$ cat src/rtl/simple_processor_pkg.sv
// Shared operation encodings and execution-unit state type for the simple processor.
// Imported by exec_alu, exec_unit and exec_unit_if; no block keeps a private copy.
package simple_processor_pkg;

   typedef enum logic [3:0] {
      FUNC_AND  = 4'd0,
      FUNC_OR   = 4'd1,
      FUNC_XOR  = 4'd2,
      FUNC_NOT  = 4'd3,
      FUNC_ADD  = 4'd4,
      FUNC_SUB  = 4'd5,
      FUNC_ADDI = 4'd6,
      FUNC_SLL  = 4'd7,
      FUNC_SLR  = 4'd8,
      FUNC_SLLI = 4'd9,
      FUNC_SLRI = 4'd10
   } func_t;

   typedef enum logic [1:0] {
      ST_IDLE  = 2'd0,
      ST_SHIFT = 2'd1,
      ST_HOLD  = 2'd2
   } exec_state_t;

   function automatic logic is_shift_op(input func_t f);
      return f inside {FUNC_SLL, FUNC_SLR, FUNC_SLLI, FUNC_SLRI};
   endfunction

   function automatic logic is_left_shift(input func_t f);
      return f inside {FUNC_SLL, FUNC_SLLI};
   endfunction

   function automatic logic uses_imm_shamt(input func_t f);
      return f inside {FUNC_SLLI, FUNC_SLRI};
   endfunction

endpackage

$ cat src/rtl/exec_unit_if.sv
// Request/result bundle of the execution unit; signal suffixes are from the unit's view.
// Handshake: a beat transfers on a rising clk_i edge where valid and ready are both high;
// the sender holds its payload while valid is high and ready is low.
interface exec_unit_if #(
   parameter int DATA_WIDTH = 32,
   parameter int IMM_WIDTH  = 6
) ();

   logic                          in_valid_i;
   logic                          in_ready_o;
   simple_processor_pkg::func_t   func_i;
   logic [DATA_WIDTH-1:0]         rs1_data_i;
   logic [DATA_WIDTH-1:0]         rs2_data_i;
   logic [IMM_WIDTH-1:0]          imm_i;
   logic                          out_valid_o;
   logic                          out_ready_i;
   logic [DATA_WIDTH-1:0]         rd_data_o;
   logic                          zero_o;

   modport slave (
      input  in_valid_i, func_i, rs1_data_i, rs2_data_i, imm_i, out_ready_i,
      output in_ready_o, out_valid_o, rd_data_o, zero_o
   );

   modport master (
      output in_valid_i, func_i, rs1_data_i, rs2_data_i, imm_i, out_ready_i,
      input  in_ready_o, out_valid_o, rd_data_o, zero_o
   );

endinterface

$ cat src/rtl/exec_alu.sv
// Combinational datapath: logic, add/sub and shifts (barrel when EXEC_BARREL_SHIFT_EN is
// defined, otherwise shifts pass rs1 through and a separate one-bit step port is used).
module exec_alu
   import simple_processor_pkg::*;
#(
   parameter int DATA_WIDTH = 32,
   parameter int IMM_WIDTH  = 6,
   localparam int SHAMT_W   = $clog2(DATA_WIDTH)
) (
   input  func_t                 func_i,
   input  logic [DATA_WIDTH-1:0] rs1_i,
   input  logic [DATA_WIDTH-1:0] rs2_i,
   input  logic [IMM_WIDTH-1:0]  imm_i,
   output logic [DATA_WIDTH-1:0] result_o,
   output logic [SHAMT_W-1:0]    shamt_o,
   input  logic [DATA_WIDTH-1:0] step_data_i,
   input  logic                  step_left_i,
   output logic [DATA_WIDTH-1:0] step_data_o
);

   logic [DATA_WIDTH-1:0] imm_ext;
   logic [DATA_WIDTH-1:0] shl_val;
   logic [DATA_WIDTH-1:0] shr_val;

   assign imm_ext = DATA_WIDTH'($signed(imm_i));

   // Only the low log2(DATA_WIDTH) bits of the shift source count.
   assign shamt_o = uses_imm_shamt(func_i) ? imm_ext[SHAMT_W-1:0] : rs2_i[SHAMT_W-1:0];

`ifdef EXEC_BARREL_SHIFT_EN
   assign shl_val = rs1_i << shamt_o;
   assign shr_val = rs1_i >> shamt_o;
`else
   // The FSM performs the shift; a zero-amount shift completes with rs1 unchanged.
   assign shl_val = rs1_i;
   assign shr_val = rs1_i;
`endif

   always_comb begin
      result_o = '0;
      case (func_i)
         FUNC_AND:  result_o = rs1_i & rs2_i;
         FUNC_OR:   result_o = rs1_i | rs2_i;
         FUNC_XOR:  result_o = rs1_i ^ rs2_i;
         FUNC_NOT:  result_o = ~rs1_i;
         FUNC_ADD:  result_o = rs1_i + rs2_i;
         FUNC_SUB:  result_o = rs1_i - rs2_i;
         FUNC_ADDI: result_o = rs1_i + imm_ext;
         FUNC_SLL:  result_o = shl_val;
         FUNC_SLLI: result_o = shl_val;
         FUNC_SLR:  result_o = shr_val;
         FUNC_SLRI: result_o = shr_val;
         default:   result_o = '0;
      endcase
   end

   assign step_data_o = step_left_i ? (step_data_i << 1) : (step_data_i >> 1);

endmodule

$ cat src/rtl/exec_unit.sv
// Execution unit: request/result handshake FSM, iterative shift counter and result register.
// Define EXEC_BARREL_SHIFT_EN to complete all shifts in one cycle (SHIFT is then never used).
module exec_unit
   import simple_processor_pkg::*;
#(
   parameter int DATA_WIDTH = 32,
   parameter int IMM_WIDTH  = 6
) (
   input  logic        clk_i,
   input  logic        arst_ni,
   exec_unit_if.slave  bus,
   output exec_state_t dbg_state_o
);

   localparam int SHAMT_W = $clog2(DATA_WIDTH);

   exec_state_t           state_q;
   logic [DATA_WIDTH-1:0] data_q;
   logic                  zero_q;
   logic                  valid_q;
   logic [SHAMT_W-1:0]    cnt_q;
   logic                  left_q;

   logic [DATA_WIDTH-1:0] alu_result;
   logic [SHAMT_W-1:0]    shamt;
   logic [DATA_WIDTH-1:0] step_data;
   logic                  accept;
   logic                  start_iter;

   exec_alu #(
      .DATA_WIDTH (DATA_WIDTH),
      .IMM_WIDTH  (IMM_WIDTH)
   ) u_alu (
      .func_i      (bus.func_i),
      .rs1_i       (bus.rs1_data_i),
      .rs2_i       (bus.rs2_data_i),
      .imm_i       (bus.imm_i),
      .result_o    (alu_result),
      .shamt_o     (shamt),
      .step_data_i (data_q),
      .step_left_i (left_q),
      .step_data_o (step_data)
   );

   // Ready depends on state and out_ready_i only, never on in_valid_i.
   assign bus.in_ready_o = (state_q == ST_IDLE) ||
                           ((state_q == ST_HOLD) && bus.out_ready_i);
   assign accept = bus.in_valid_i && bus.in_ready_o;

`ifdef EXEC_BARREL_SHIFT_EN
   assign start_iter = 1'b0;
`else
   assign start_iter = is_shift_op(bus.func_i) && (shamt != '0);
`endif

   always_ff @(posedge clk_i or negedge arst_ni) begin
      if (!arst_ni) begin
         state_q <= ST_IDLE;
         data_q  <= '0;
         zero_q  <= 1'b0;
         valid_q <= 1'b0;
         cnt_q   <= '0;
         left_q  <= 1'b0;
      end else if (accept) begin
         if (start_iter) begin
            state_q <= ST_SHIFT;
            data_q  <= bus.rs1_data_i;
            zero_q  <= 1'b0;
            valid_q <= 1'b0;
            cnt_q   <= shamt;
            left_q  <= is_left_shift(bus.func_i);
         end else begin
            state_q <= ST_HOLD;
            data_q  <= alu_result;
            zero_q  <= (alu_result == '0);
            valid_q <= 1'b1;
         end
      end else begin
         case (state_q)
            ST_IDLE: ;
            ST_SHIFT: begin
               // One bit position per cycle; the last step lands the result in HOLD.
               data_q <= step_data;
               cnt_q  <= cnt_q - 1'b1;
               if (cnt_q == SHAMT_W'(1)) begin
                  state_q <= ST_HOLD;
                  zero_q  <= (step_data == '0);
                  valid_q <= 1'b1;
               end
            end
            ST_HOLD: begin
               if (bus.out_ready_i) begin
                  state_q <= ST_IDLE;
                  valid_q <= 1'b0;
               end
            end
            default: begin
               state_q <= ST_IDLE;
               valid_q <= 1'b0;
            end
         endcase
      end
   end

   assign bus.out_valid_o = valid_q;
   assign bus.rd_data_o   = data_q;
   assign bus.zero_o      = zero_q;
   assign dbg_state_o     = state_q;

endmodule

$ cat src/flat_wrapper.sv
// flat-port wrapper written by rule: the top's interface ports become plain ports
module exec_unit_flat import simple_processor_pkg::*;
#(
   parameter int DATA_WIDTH = 32,
   parameter int IMM_WIDTH  = 6
)
  (clk_i, arst_ni, dbg_state_o, bus_in_valid_i, bus_func_i, bus_rs1_data_i, bus_rs2_data_i, bus_imm_i, bus_out_ready_i, bus_in_ready_o, bus_out_valid_o, bus_rd_data_o, bus_zero_o);
  exec_unit_if #(.DATA_WIDTH(DATA_WIDTH), .IMM_WIDTH(IMM_WIDTH)) bus_i ();
  input  logic clk_i;
  input  logic arst_ni;
  output exec_state_t dbg_state_o;
  input wire logic [$bits(bus_i.in_valid_i)-1:0] bus_in_valid_i;
  input wire logic [$bits(bus_i.func_i)-1:0] bus_func_i;
  input wire logic [$bits(bus_i.rs1_data_i)-1:0] bus_rs1_data_i;
  input wire logic [$bits(bus_i.rs2_data_i)-1:0] bus_rs2_data_i;
  input wire logic [$bits(bus_i.imm_i)-1:0] bus_imm_i;
  input wire logic [$bits(bus_i.out_ready_i)-1:0] bus_out_ready_i;
  output wire logic [$bits(bus_i.in_ready_o)-1:0] bus_in_ready_o;
  output wire logic [$bits(bus_i.out_valid_o)-1:0] bus_out_valid_o;
  output wire logic [$bits(bus_i.rd_data_o)-1:0] bus_rd_data_o;
  output wire logic [$bits(bus_i.zero_o)-1:0] bus_zero_o;
  assign bus_i.in_valid_i = bus_in_valid_i;
  assign bus_i.func_i = bus_func_i;
  assign bus_i.rs1_data_i = bus_rs1_data_i;
  assign bus_i.rs2_data_i = bus_rs2_data_i;
  assign bus_i.imm_i = bus_imm_i;
  assign bus_i.out_ready_i = bus_out_ready_i;
  assign bus_in_ready_o = bus_i.in_ready_o;
  assign bus_out_valid_o = bus_i.out_valid_o;
  assign bus_rd_data_o = bus_i.rd_data_o;
  assign bus_zero_o = bus_i.zero_o;
  exec_unit #(.DATA_WIDTH(DATA_WIDTH), .IMM_WIDTH(IMM_WIDTH)) u_core (.clk_i(clk_i), .arst_ni(arst_ni), .bus(bus_i), .dbg_state_o(dbg_state_o));
endmodule
$ cat config.mk
export PLATFORM = sky130hd
export DESIGN_NAME = exec_unit_flat
export DESIGN_NICKNAME = d
export VERILOG_FILES = /design/src/rtl/simple_processor_pkg.sv /design/src/rtl/exec_unit_if.sv /design/src/rtl/exec_alu.sv /design/src/rtl/exec_unit.sv /design/src/flat_wrapper.sv
export SDC_FILE = /design/constraint.sdc
export NUM_CORES = 1
export LEC_CHECK = 0
export CORE_MARGIN = 3
export CORE_UTILIZATION = 61
export CTS_BUF_LIST = sky130_fd_sc_hd__clkbuf_2
export DETAILED_ROUTE_END_ITERATION = 6
export GPL_TIMING_DRIVEN = 0
export PLACE_DENSITY_LB_ADDON = 0.15
export SYNTH_ARGS = -nofsm -noshare
export SYNTH_HDL_FRONTEND = slang
export SYNTH_HIERARCHICAL = 1
export SYNTH_SLANG_ARGS = --single-unit
$ cat constraint.sdc
create_clock -name clk_i -period 6.4 [get_ports clk_i]
set_clock_uncertainty 0.1 [all_clocks]
set_input_delay 0.64 -clock clk_i [delete_from_list [all_inputs] [get_ports clk_i]]
set_output_delay 0.64 -clock clk_i [all_outputs]
set_load 0.005 [all_outputs]
-- Word-level counts from Yosys, hierarchy flattened
Cells that the tools add are included.
Widths: inputs -> output; s select.
- register bits after elaboration: 42
- input port bits: 78
- output and inout bits: 37
- word-level logic and storage cells: 73
- $add $sub $neg: 4
- eq/ne operators: 17
- multiplexer cells: 23
- bitwise operators: 4
- reductions and logical operators: 19
- operators with widths (operator ; count):
    $pmux 32 s8 ; 1
    $mux 32 ; 4
    $add 32x32->32 ; 2
    $logic_not 32->1 ; 2
    $and 32x32->32 ; 1
    $not 32->32 ; 1
    $or 32x32->32 ; 1
    $sub 32x32->32 ; 1
    $xor 32x32->32 ; 1
    $mux 5 ; 4
    $eq 4x3->1 const B ; 4
    $eq 4x4->1 const B ; 3
    $eq 4x2->1 const B ; 2
    $mux 1 ; 8
    $mux 2 ; 4
    $reduce_bool 2->1 ; 4
    $pmux 2 s3 ; 1
    $reduce_and 2->1 ; 3
    $eq 5x1->1 const B ; 1
    $reduce_bool 5->1 ; 1
    $sub 5x1->5 const B ; 1
    $eq 4x1->1 const B ; 1
    $logic_not 4->1 ; 1
    $reduce_bool 4->1 ; 1
    12 further kinds ; 14

-- Logic depth before layout (Yosys ltp)
Gate-level depths: netlist (run 1).
- word-level depth: 7
- gate-level depth with buffers: 24
- gate-level depth less buffers: 23

-- Cells and area by module
Netlist (run 1), hierarchy kept.
- modules (own cells, without submodules) (module ; times used ; cells an instance ; area an instance (µm²) ; seq. area each (µm²)):
    exec_alu ; 1 ; 730 ; 5118.7 ; 0.0
    exec_unit ; 1 ; 234 ; 2339.7 ; 1026.0

-- Worst setup path after synthesis (run 1)
No wires, ideal clock.
- path type: input -> register
- start point: input bus_rs2_data_i[1]
- end point: register u_core.zero_q, in the netlist u_core/bus.zero_o
- setup time: 0.074 ns
- data arrival time: 4.913 ns
- required time: 6.226 ns
- slack: 1.313 ns
- stages on the path: 23
- path buffers: 0
- path through: inv_1 -> ha_1 -> or3b_1 -> nor4_2 -> nand2_1 -> nor3_2 -> nand2_1 -> o41ai_1 -> nand2_1 -> o311ai_1 -> ha_1 -> a211oi_1 -> o211ai_1 -> a311oi_1 -> a21oi_1 -> a21o_1 -> a21oi_1 -> xor2_1 -> o211ai_1 -> nor4_1 -> nand4_1 -> or4_4 -> o21ai_2
- cells in the longest elaborated chain, start to end: 5
- elaborated cells on any way between the ends: 12
- those cells by class: add/sub: 2; mux: 4; bitwise: 3; reduce/logical: 3
- RTL lines (item ; line ; source):
    start: declaration ; flat_wrapper.sv:15 ; input wire logic [$bits(bus_i.rs2_data_i)-1:0] bus_rs2_data_i;
    $sub 32x32->32 / $add 32x32->32 (equally long branches) ; exec_alu.sv:47, exec_alu.sv:46 ;
    $pmux 32 s8 * ; exec_alu.sv:41 ; case (func_i)
    named net u_core.alu_result[23] ; exec_unit.sv:24 ; logic [DATA_WIDTH-1:0] alu_result;
    $logic_not 32->1 * ; exec_unit.sv:75 ; zero_q <= (alu_result == '0);
    $mux 1 * ; exec_unit.sv:65 ; if (start_iter) begin
    $mux 1 * ; exec_unit.sv:64 ; end else if (accept) begin
    end signal: assignment ; exec_unit.sv:75 ;
    end signal: assignment ; exec_unit.sv:87 ; zero_q <= (step_data == '0);
    end: declaration ; exec_unit.sv:19 ; logic zero_q;
The timed path passes the listed nets; every way through them passes the cells marked *.
A chain may end at the register's enable or synchronous reset.

-- Worst setup path in the final report (run 1)
- start point: input bus_func_i[3]
- end point: register u_core.zero_q, in the netlist u_core/bus.zero_o
- elaborated cells on any way between the ends: 21
- those cells by class: eq/ne: 10; mux: 4; reduce/logical: 7
- RTL lines (item ; line ; source):
    start: declaration ; flat_wrapper.sv:13 ; input wire logic [$bits(bus_i.func_i)-1:0] bus_func_i;
    $eq 4x4->1 / $eq 4x3->1 (equally long branches) ; exec_alu.sv:41 ;
    $reduce_or 4->1 (no source line) ; n/a ;
    $pmux 32 s8 * ; exec_alu.sv:41 ;
    named net u_core.alu_result[29] ; exec_unit.sv:24 ;
    $logic_not 32->1 * ; exec_unit.sv:75 ;
    $mux 1 * ; exec_unit.sv:65 ;
    $mux 1 * ; exec_unit.sv:64 ;
Marked as above.

==> results of run 1 <==
worst register-to-register path: cells and delay by family, from the launching register on:
kind / cells / cell delay (ps)
buffers and inverters: 2 / 740
AO/OA/AOI/OAI: 1 / 70
AND/OR/NAND/NOR: 3 / 860
flip-flops: 1 / 400
multiplexers: 2 / 550
stage by stage:
| stage | utilization | TNS, ps |
|---|---|---|
| after global placement | 0.753 | -739 |
| final | 0.764 | 0 |
| after global routing | 0.764 | 0 |
| after floorplan | - | 0 |
| after CTS | 0.757 | 0 |
| after detailed placement | 0.752 | -681 |
power breakdown:
| part | total, W | internal (W) | switching (W) |
|---|---|---|---|
| sequential | 0.000481 | 0.000368 | 0.000113 |
| combinational | 0.00126 | 0.000614 | 0.000641 |
| clock | 0.000115 | 0.0000254 | 0.0000899 |
how the worst max path moves through the flow:
| stage | from | endpoint | cells past startpoint |
|---|---|---|---|
| after floorplan | bus_rs2_data_i[1] | u_core/bus.zero_o$_DFFE_PN0P_ | 23 |
| after global placement | bus_rs2_data_i[0] | u_core/bus.zero_o$_DFFE_PN0P_ | 24 |
| after detailed placement | bus_rs2_data_i[1] | u_core/bus.zero_o$_DFFE_PN0P_ | 24 |
| after CTS | bus_rs2_data_i[1] | u_core/bus.zero_o$_DFFE_PN0P_ | 24 |
| after global routing | bus_func_i[3] | u_core/bus.zero_o$_DFFE_PN0P_ | 21 |
| final | bus_func_i[3] | u_core/bus.zero_o$_DFFE_PN0P_ | 20 |
final cells by class:
type,count,area [sq um],area share
sequential,41,1030,0.115
inverter,79,297,0.0333
clock buffer,5,25.0,0.00281
buffer,59,253,0.0284
tap,143,179,0.0201
clock inverter,3,17.5,0.00197
multi-input combinational,783,5950,0.668
timing repair buffer,116,1160,0.130
state kept, by name (all words and copies together), names as in the netlist:
| signal | flops |
|---|---|
| u_core/bus.rd_data_o | 32 |
| u_core/cnt_q | 5 |
| u_core/dbg_state_o | 2 |
| u_core/bus.zero_o | 1 |
| u_core/left_q | 1 |
kinds of logic (layout without fill, tap and decap cells):
group	count (synthesis)	count (layout)	share of synthesized area
simple gates	240	240	0.165
flops	41	41	0.138
xor+xnor	29	29	0.0341
fa+ha+maj	105	105	0.177
buf+inv	140	262	0.0740
mux	65	65	0.0924
compound gates	344	344	0.320
placed cells by master, fill, tap and decap left out, types with 6 or more instances in the layout:
| cell type | n |
|---|---|
| buf_1 | 6 |
| buf_2 | 7 |
| dfrtp_1 | 41 |
| o22ai_1 | 7 |
| ha_1 | 103 |
| nand3_1 | 18 |
| mux2i_1 | 34 |
| a221oi_1 | 12 |
| nor4_1 | 17 |
| and2_1 | 6 |
| mux2_2 | 31 |
| o211ai_1 | 20 |
| nand4_1 | 13 |
| clkdlybuf4s50_1 | 111 |
| a21oi_1 | 45 |
| a22oi_1 | 35 |
| xnor2_1 | 15 |
| o21ai_1 | 17 |
| nor2_1 | 48 |
| nor3_1 | 12 |
| o21ai_0 | 81 |
| a31oi_1 | 6 |
| nand2_1 | 77 |
| clkbuf_2 | 9 |
| xor2_1 | 14 |
| o22a_1 | 20 |
| a222oi_1 | 21 |
| nand2b_1 | 7 |
| a21o_1 | 8 |
| inv_1 | 77 |
| clkbuf_1 | 40 |
| o221ai_1 | 6 |
| o311ai_0 | 10 |
| o21bai_1 | 9 |
metal layers:
layer  part of all wire  up-vias
met5                  0        -
met4              0.043        0
met3               0.12       96
met2               0.44      585
met1               0.40     3958
li1                   -     3918
timing repair:
item	4_1_cts	5_1_grt
setup buffers	0	2
gates resized for setup	4	21
endpoints found under the hold margin	0	0
endpoints found under the setup margin	1	1
pin swaps	0	2
==> results by group, run 1 <==
Floorplanning
  • Die Area: ~14000 sq um
  • Die H: 117 um
  • Core Region: ~12000 sq um
  • Die W: 117 um
  • IO Count: roughly 120
  • Starting Density: 0.640
  • Row Count: 39

Critical path
  • Critical path buffer and inverter count: 3
  • Critical Path End Type: register
  • R2r endpoint: u_core/bus.zero_o$_DFFE_PN0P_
  • Worst endpoint required time: 6670 ps
  • CP max stage cell: clkdlybuf4s50_1
  • CP Max Fanout: 11
  • Reg2reg start: u_core/left_q$_DFFE_PN0P_
  • Worst Setup Start Kind: input pin
  • Critical path type: input pin to register
  • Worst reg2reg setup slack: 3610 ps
  • Critical path arrival: 6340 ps
  • CP max stage delay: 690 ps
  • CP top delay family: simple AND/OR/NAND/NOR gates
  • Cells on worst reg2reg path: 8
  • CP Cell Sequence: clkdlybuf4s50_1, nand2b_1, nor2_1, nand2_1, clkbuf_1, o311ai_0, ha_1, buf_2, and3_1, nand3_1, a211o_1, a21oi_2, a21boi_2, o21bai_1, nor4_1, nand3b_1, nor4_2, nand4_1, or4_4, o21ai_2

Synthesis
  • Syn Area/Cell: 7.74 sq um
  • Yosys reg bits: between 40 and 50
  • Syn Std Cell Area: 7460 sq um
  • Post-synth EDFFs: 0
  • Leading area contributor after synthesis: ha_1
  • Async S/R FF share, synth: 1.00
  • Most used DFF post-synth: dfrtp_1
  • Ys Warns: 6
  • Top cells by area, synth: ha_1 17%, dfrtp_1 14%, o21ai_0 5.4%
  • Post-synthesis instance total: 964
  • Seq/Total Area, Yosys: 0.138
  • Yosys top cell area share: 0.174
  • Post-synth top cells: 104 x ha_1, 81 x o21ai_0, 79 x inv_1, 77 x nand2_1, 49 x nor2_1
  • Most frequent cell after synthesis: ha_1
  • Post-synth cell types: 72
  • Synthesized Nets: 1147

Finish
  • Share of cells above drive strength 1: 0.0792
  • ANT cells: 0
  • Synth-to-Final Area Change: 19.4%
  • FILL cells: 953
  • Final instance area: 8900 sq um
  • Fin cells: around 1200
  • Nets: around 1300

Placed design
  • Port Buf Inserts: 114
  • Pre-CTS WS: -681 ps
  • Post-Place Cell Area: 8770 sq um
  • Placed Cells: 1221
  • RePlAce Congestion: between 1 and 1.5
  • HPWL after DPL: 20.6 mm

Global route
  • Vias in the first global route: 7574
  • Grt ovf: 0
  • First-pass GRT wire length: 39.8 mm
  • Largest net degree at the start of global routing: 42
  • Met3 Usage GRT: 0.0554
  • Busiest grt layer: met2
  • GR Util met2: 0.577
  • Grt met1 use: 0.516
  • Total GRT Usage: 0.370
  • Initial antenna violation count: 0

Drt
  • DRC Markers: 32
  • Pre-Repair DR Iteration Count: 7
  • Via density per instance: 6.96
  • Via count: 8557
  • Initial DRC count: 1187
  • Final WL: around 26 mm
  • Routed Antenna Nets: 0
  • Wire length per cell: 21.3 um

STA
  • Tcrit/Tclk final: 0.949
  • Final Hold Viols: 0
  • Slew Viols, Final: 0
  • Max Clk Rate: 165 MHz
  • Max_slew headroom: 0.325
  • Slew @ Worst Pin: just over 1000 ps
  • Endpoints failing setup: 0
  • RSZ-0062 raised after global routing: no
  • PnR worst setup slack: 326 ps
  • Min Hold Slack: 178 ps
  • Tmin final: 6070 ps

Min path
  • Worst Hold Class: input pin to async pin

Clocking
  • H-tree levels: 2
  • CTS Hold Bufs: 0
  • Bufs on Longest Clock Path: 2
  • CTS tree: yes
  • Root Driver: clkbuf_2
  • Worst-skew pair later-pin latency: approximately 440 ps
  • Clock slew at reported path FFs: 230 ps
  • Clock sink count: 41
  • Total CTS buffers: 5

Power
  • Total power: between 0.0015 and 0.002 W
  • Worst vdd ir: 0.108 mV
  • Pleak: between 3 and 4 nW
  • P per Cell Area: 208 nW/um^2

Run status
  • Status: complete, but fails checks
  • Violated checks: DRC

Job
  • Max Cap Viol: 0
(Power assumes the default switching activity.)
==> run 2, diff against run 1 <==
--- a/config.mk
+++ b/config.mk
@@ -6,7 +6,7 @@
 export NUM_CORES = 1
 export LEC_CHECK = 0
 export CORE_MARGIN = 3
-export CORE_UTILIZATION = 61
+export CORE_UTILIZATION = 57
 export CTS_BUF_LIST = sky130_fd_sc_hd__clkbuf_2
 export DETAILED_ROUTE_END_ITERATION = 6
 export GPL_TIMING_DRIVEN = 0
==> constraint.sdc (replaced) <==
create_clock -name clk_i -period 6.3 [get_ports clk_i]
set_clock_uncertainty 0.1 [all_clocks]
set_input_delay 0.63 -clock clk_i [delete_from_list [all_inputs] [get_ports clk_i]]
set_output_delay 0.63 -clock clk_i [all_outputs]
set_load 0.005 [all_outputs]
==> run 2 against run 1 <==
Against the previous run: hold slack gained 3.8 ps; critical path depth stayed put; global-route usage is 2.6 points lower; power is 3.9% higher; sequential share of layout area decreased by 0.11 points; largest power group unchanged; core utilization down 5.7 points; sequential cell count unchanged; cell count grew 2.4%; via count is 0.88% lower; register-to-register slack worse by 90 ps; the flow now finishes without violations.
==> results by group, run 2 (same netlist as run 1, synthesis figures left out) <==
Run status
  • Status: finished clean

Power
  • Pint: 0.00107 W (+6.0%)
  • Net load switching power: 0.000856 W (+1.5%)
  • Seq pwr share: 0.254 (-0.006)
  • Switching power share of the total: 0.445 (-0.0108)
  • Worst vdd ir: 0.124 mV (+14%)
  • Clock share of power: 0.080 (+0.018)
  • Combinational power share: 0.666 (-0.012)
  • Pleak: 3.73 nW (+0.32%)
  • P per Cell Area: 214 nW/um^2 (+2.9%)

Drt
  • DRC Markers: 0 (-100%)
  • Via count: 8482 (-0.88%)
  • Initial DRC count: 1192 (+0.42%)
  • Wire length per cell: 20.8 um (-2.4%)
  • Routed Antenna Nets: 0 (unchanged)
  • Pre-Repair DR Iteration Count: 6 (-1)
  • Via density per instance: 6.74 (-3.2%)
  • Final WL: 26.1 mm (about the same)

Floorplanning
  • Die H: 120 um (+3.3%)
  • Core Region: 12700 sq um (+9.1%)
  • Row Count: 41 (+5.1%)
  • Die W: 120 um (+3.3%)
  • Die Area: 14500 sq um (+6.7%)
  • Starting Density: 0.586 (-0.0533)
  • IO Count: 115 (unchanged)

Clocking
  • Bufs on Longest Clock Path: 2 (unchanged)
  • Total CTS buffers: 5 (unchanged)
  • Worst-skew pair later-pin latency: 430 ps (about the same)
  • Clock sink count: 41 (unchanged)
  • Root Driver: clkbuf_2
  • H-tree levels: 2 (unchanged)
  • Clock slew at reported path FFs: 220 ps (about the same)
  • CTS tree: yes

STA
  • Final Hold Viols: 0 (unchanged)
  • Max Clk Rate: 165 MHz
  • Slew @ Worst Pin: 929 ps (-82.0 ps)
  • Tcrit/Tclk final: 0.960
  • Tmin final: 6050 ps
  • Slew Viols, Final: 0 (unchanged)
  • RSZ-0062 raised after global routing: no
  • Max_slew headroom: 0.379 (+0.0548)
  • Endpoints failing setup: 0 (unchanged)

Job
  • Max Cap Viol: 0 (unchanged)

Placed design
  • Port Buf Inserts: 114 (unchanged)
  • HPWL after DPL: 20.5 mm (-0.32%)
  • RePlAce Congestion: 0.961 (-8.1%)
  • Post-Place Cell Area: 8810 sq um (+0.41%)

Finish
  • Nets: 1268 (unchanged)
  • Most common cell after layout, fill and taps aside: clkdlybuf4s50_1
  • ANT cells: 0 (unchanged)
  • Synth-to-Final Area Change: 20.6%
  • FILL cells: 1120 (+18%)
  • Final instance area: 8990 sq um (+0.97%)
  • Fin util: 0.707 (-0.0568)
  • Share of cells above drive strength 1: 0.0810 (+0.00184)
  • Max reg flops: 32 (unchanged)
  • Commonest non-fill, non-tap cells in the layout: 112 x clkdlybuf4s50_1, 103 x ha_1, 81 x o21ai_0

Critical path
  • Worst reg2reg setup slack: 3520 ps (-90 ps)
  • Critical Path End Type: register
  • Reg2reg start: u_core/left_q$_DFFE_PN0P_
  • CP startpoint: bus_func_i[3]
  • Critical path type: input pin to register
  • Worst endpoint required time: 6570 ps (-100 ps)
  • CP Max Fanout: 11 (unchanged)
  • Last element of the critical path: u_core/bus.zero_o$_DFFE_PN0P_
  • Critical path arrival: 6320 ps (-20 ps)
  • R2r endpoint: u_core/bus.zero_o$_DFFE_PN0P_
  • Worst Setup Start Kind: input pin
  • Cells on worst reg2reg path: 8 (unchanged)

Global route
  • Grt ovf: 0 (unchanged)
  • Vias in the first global route: 7627 (+0.70%)
  • Total GRT Usage: 0.344 (-0.0255)
  • Initial antenna violation count: 0 (unchanged)
  • First-pass GRT wire length: 40.2 mm (+1.1%)
  • Largest net degree at the start of global routing: 42 (unchanged)

Min path
  • Worst Hold Class: input pin to async pin
## run 2: cell types whose count changed in the layout (fill, tap and decap cells not counted), sizes merged
cell	before	now
dlymetal6s2s	2	1
bufinv	0	1
clkdlybuf4s50	111	112
clkinv	2	1
clkinvlp	1	0
clkbuf	49	50
## run 2: repair_timing
action                                 4_1_cts  5_1_grt
hold buffers                                 0        0
gates resized for setup                      8       22
pin swaps                                    1        5
endpoints found under the hold margin        0        0
setup endpoints to repair                    1        1
setup buffers                                1        1
## run 2: worst min path at each step
stage          slack [ps]                                   to  cells past startpoint                         from
3_3_place_gp          430          u_core/cnt_q[4]$_DFFE_PN0P_                      1  u_core/cnt_q[4]$_DFFE_PN0P_
4_1_cts               200    u_core/dbg_state_o[1]$_DFFE_PN0P_                      1                      arst_ni
5_1_grt               230    u_core/dbg_state_o[1]$_DFFE_PN0P_                      1                      arst_ni
3_5_place_dp          420          u_core/cnt_q[4]$_DFFE_PN0P_                      1  u_core/cnt_q[4]$_DFFE_PN0P_
6_report              180    u_core/dbg_state_o[1]$_DFFE_PN0P_                      1                      arst_ni
2_1_floorplan         230  u_core/bus.rd_data_o[0]$_DFFE_PN0P_                      0                      arst_ni
## run 2: per-stage QoR
step	hold WS [ps]	worst slack (ps)	cells	total power, W	setup TNS [ps]
after detailed placement	424	-831	1250	0.00172	-846
after CTS	203	52.6	1258	0.00189	0
after global routing	232	10.9	1258	0.00206	0
after global placement	426	-840	1250	0.00170	-871
final	182	249	1258	0.00192	0
after floorplan	234	1220	964	0.00121	0
## run 2: cell type report
cell class | count | area (sq um) | area share
multi-input cells | 783 | 5980 | 0.665
repair buffers | 116 | 1150 | 0.128
flip-flops and latches | 41 | 1030 | 0.114
inverters | 79 | 297 | 0.0330
plain buffers | 59 | 253 | 0.0281
well taps | 172 | 215 | 0.0239
clock inverters | 2 | 33.8 | 0.00376
clock buffers | 6 | 30.0 | 0.00334
## run 2: critical path, cell delays in order
cell,delay [ps]
clkdlybuf4s50_1,590
nand2b_1,420
nor2_2,490
clkbuf_1,470
nand2_1,120
nand2_1,90
o311ai_0,200
ha_1,460
nand2_1,80
o21ai_0,390
a311oi_2,200
a21oi_4,310
a21boi_4,120
o21bai_1,220
nor4_1,60
nand3b_1,240
nor4_2,370
nand4_1,210
or4_4,520
o21ai_2,110
## run 2: routing by layer
layer / GRT usage / part of all wire / vias up / wire [um]
li1: - / - / 3916 / -
met1: 0.481 / 0.41 / 3911 / 10700
met2: 0.561 / 0.45 / 580 / 11700
met3: 0.0360 / 0.11 / 75 / 2860
met4: 0.104 / 0.034 / 0 / 893
met5: 0 / 0 / - / 0
## run 2: power groups by stage
stage | Combinational (W) | Clock (W) | Sequential [W]
2_1_floorplan | 0.000736 | 0 | 0.000475
3_3_place_gp | 0.00121 | 0 | 0.000492
3_5_place_dp | 0.00123 | 0 | 0.000492
4_1_cts | 0.00124 | 0.000157 | 0.000485
5_1_grt | 0.00138 | 0.000169 | 0.000505
6_report | 0.00128 | 0.000155 | 0.000489
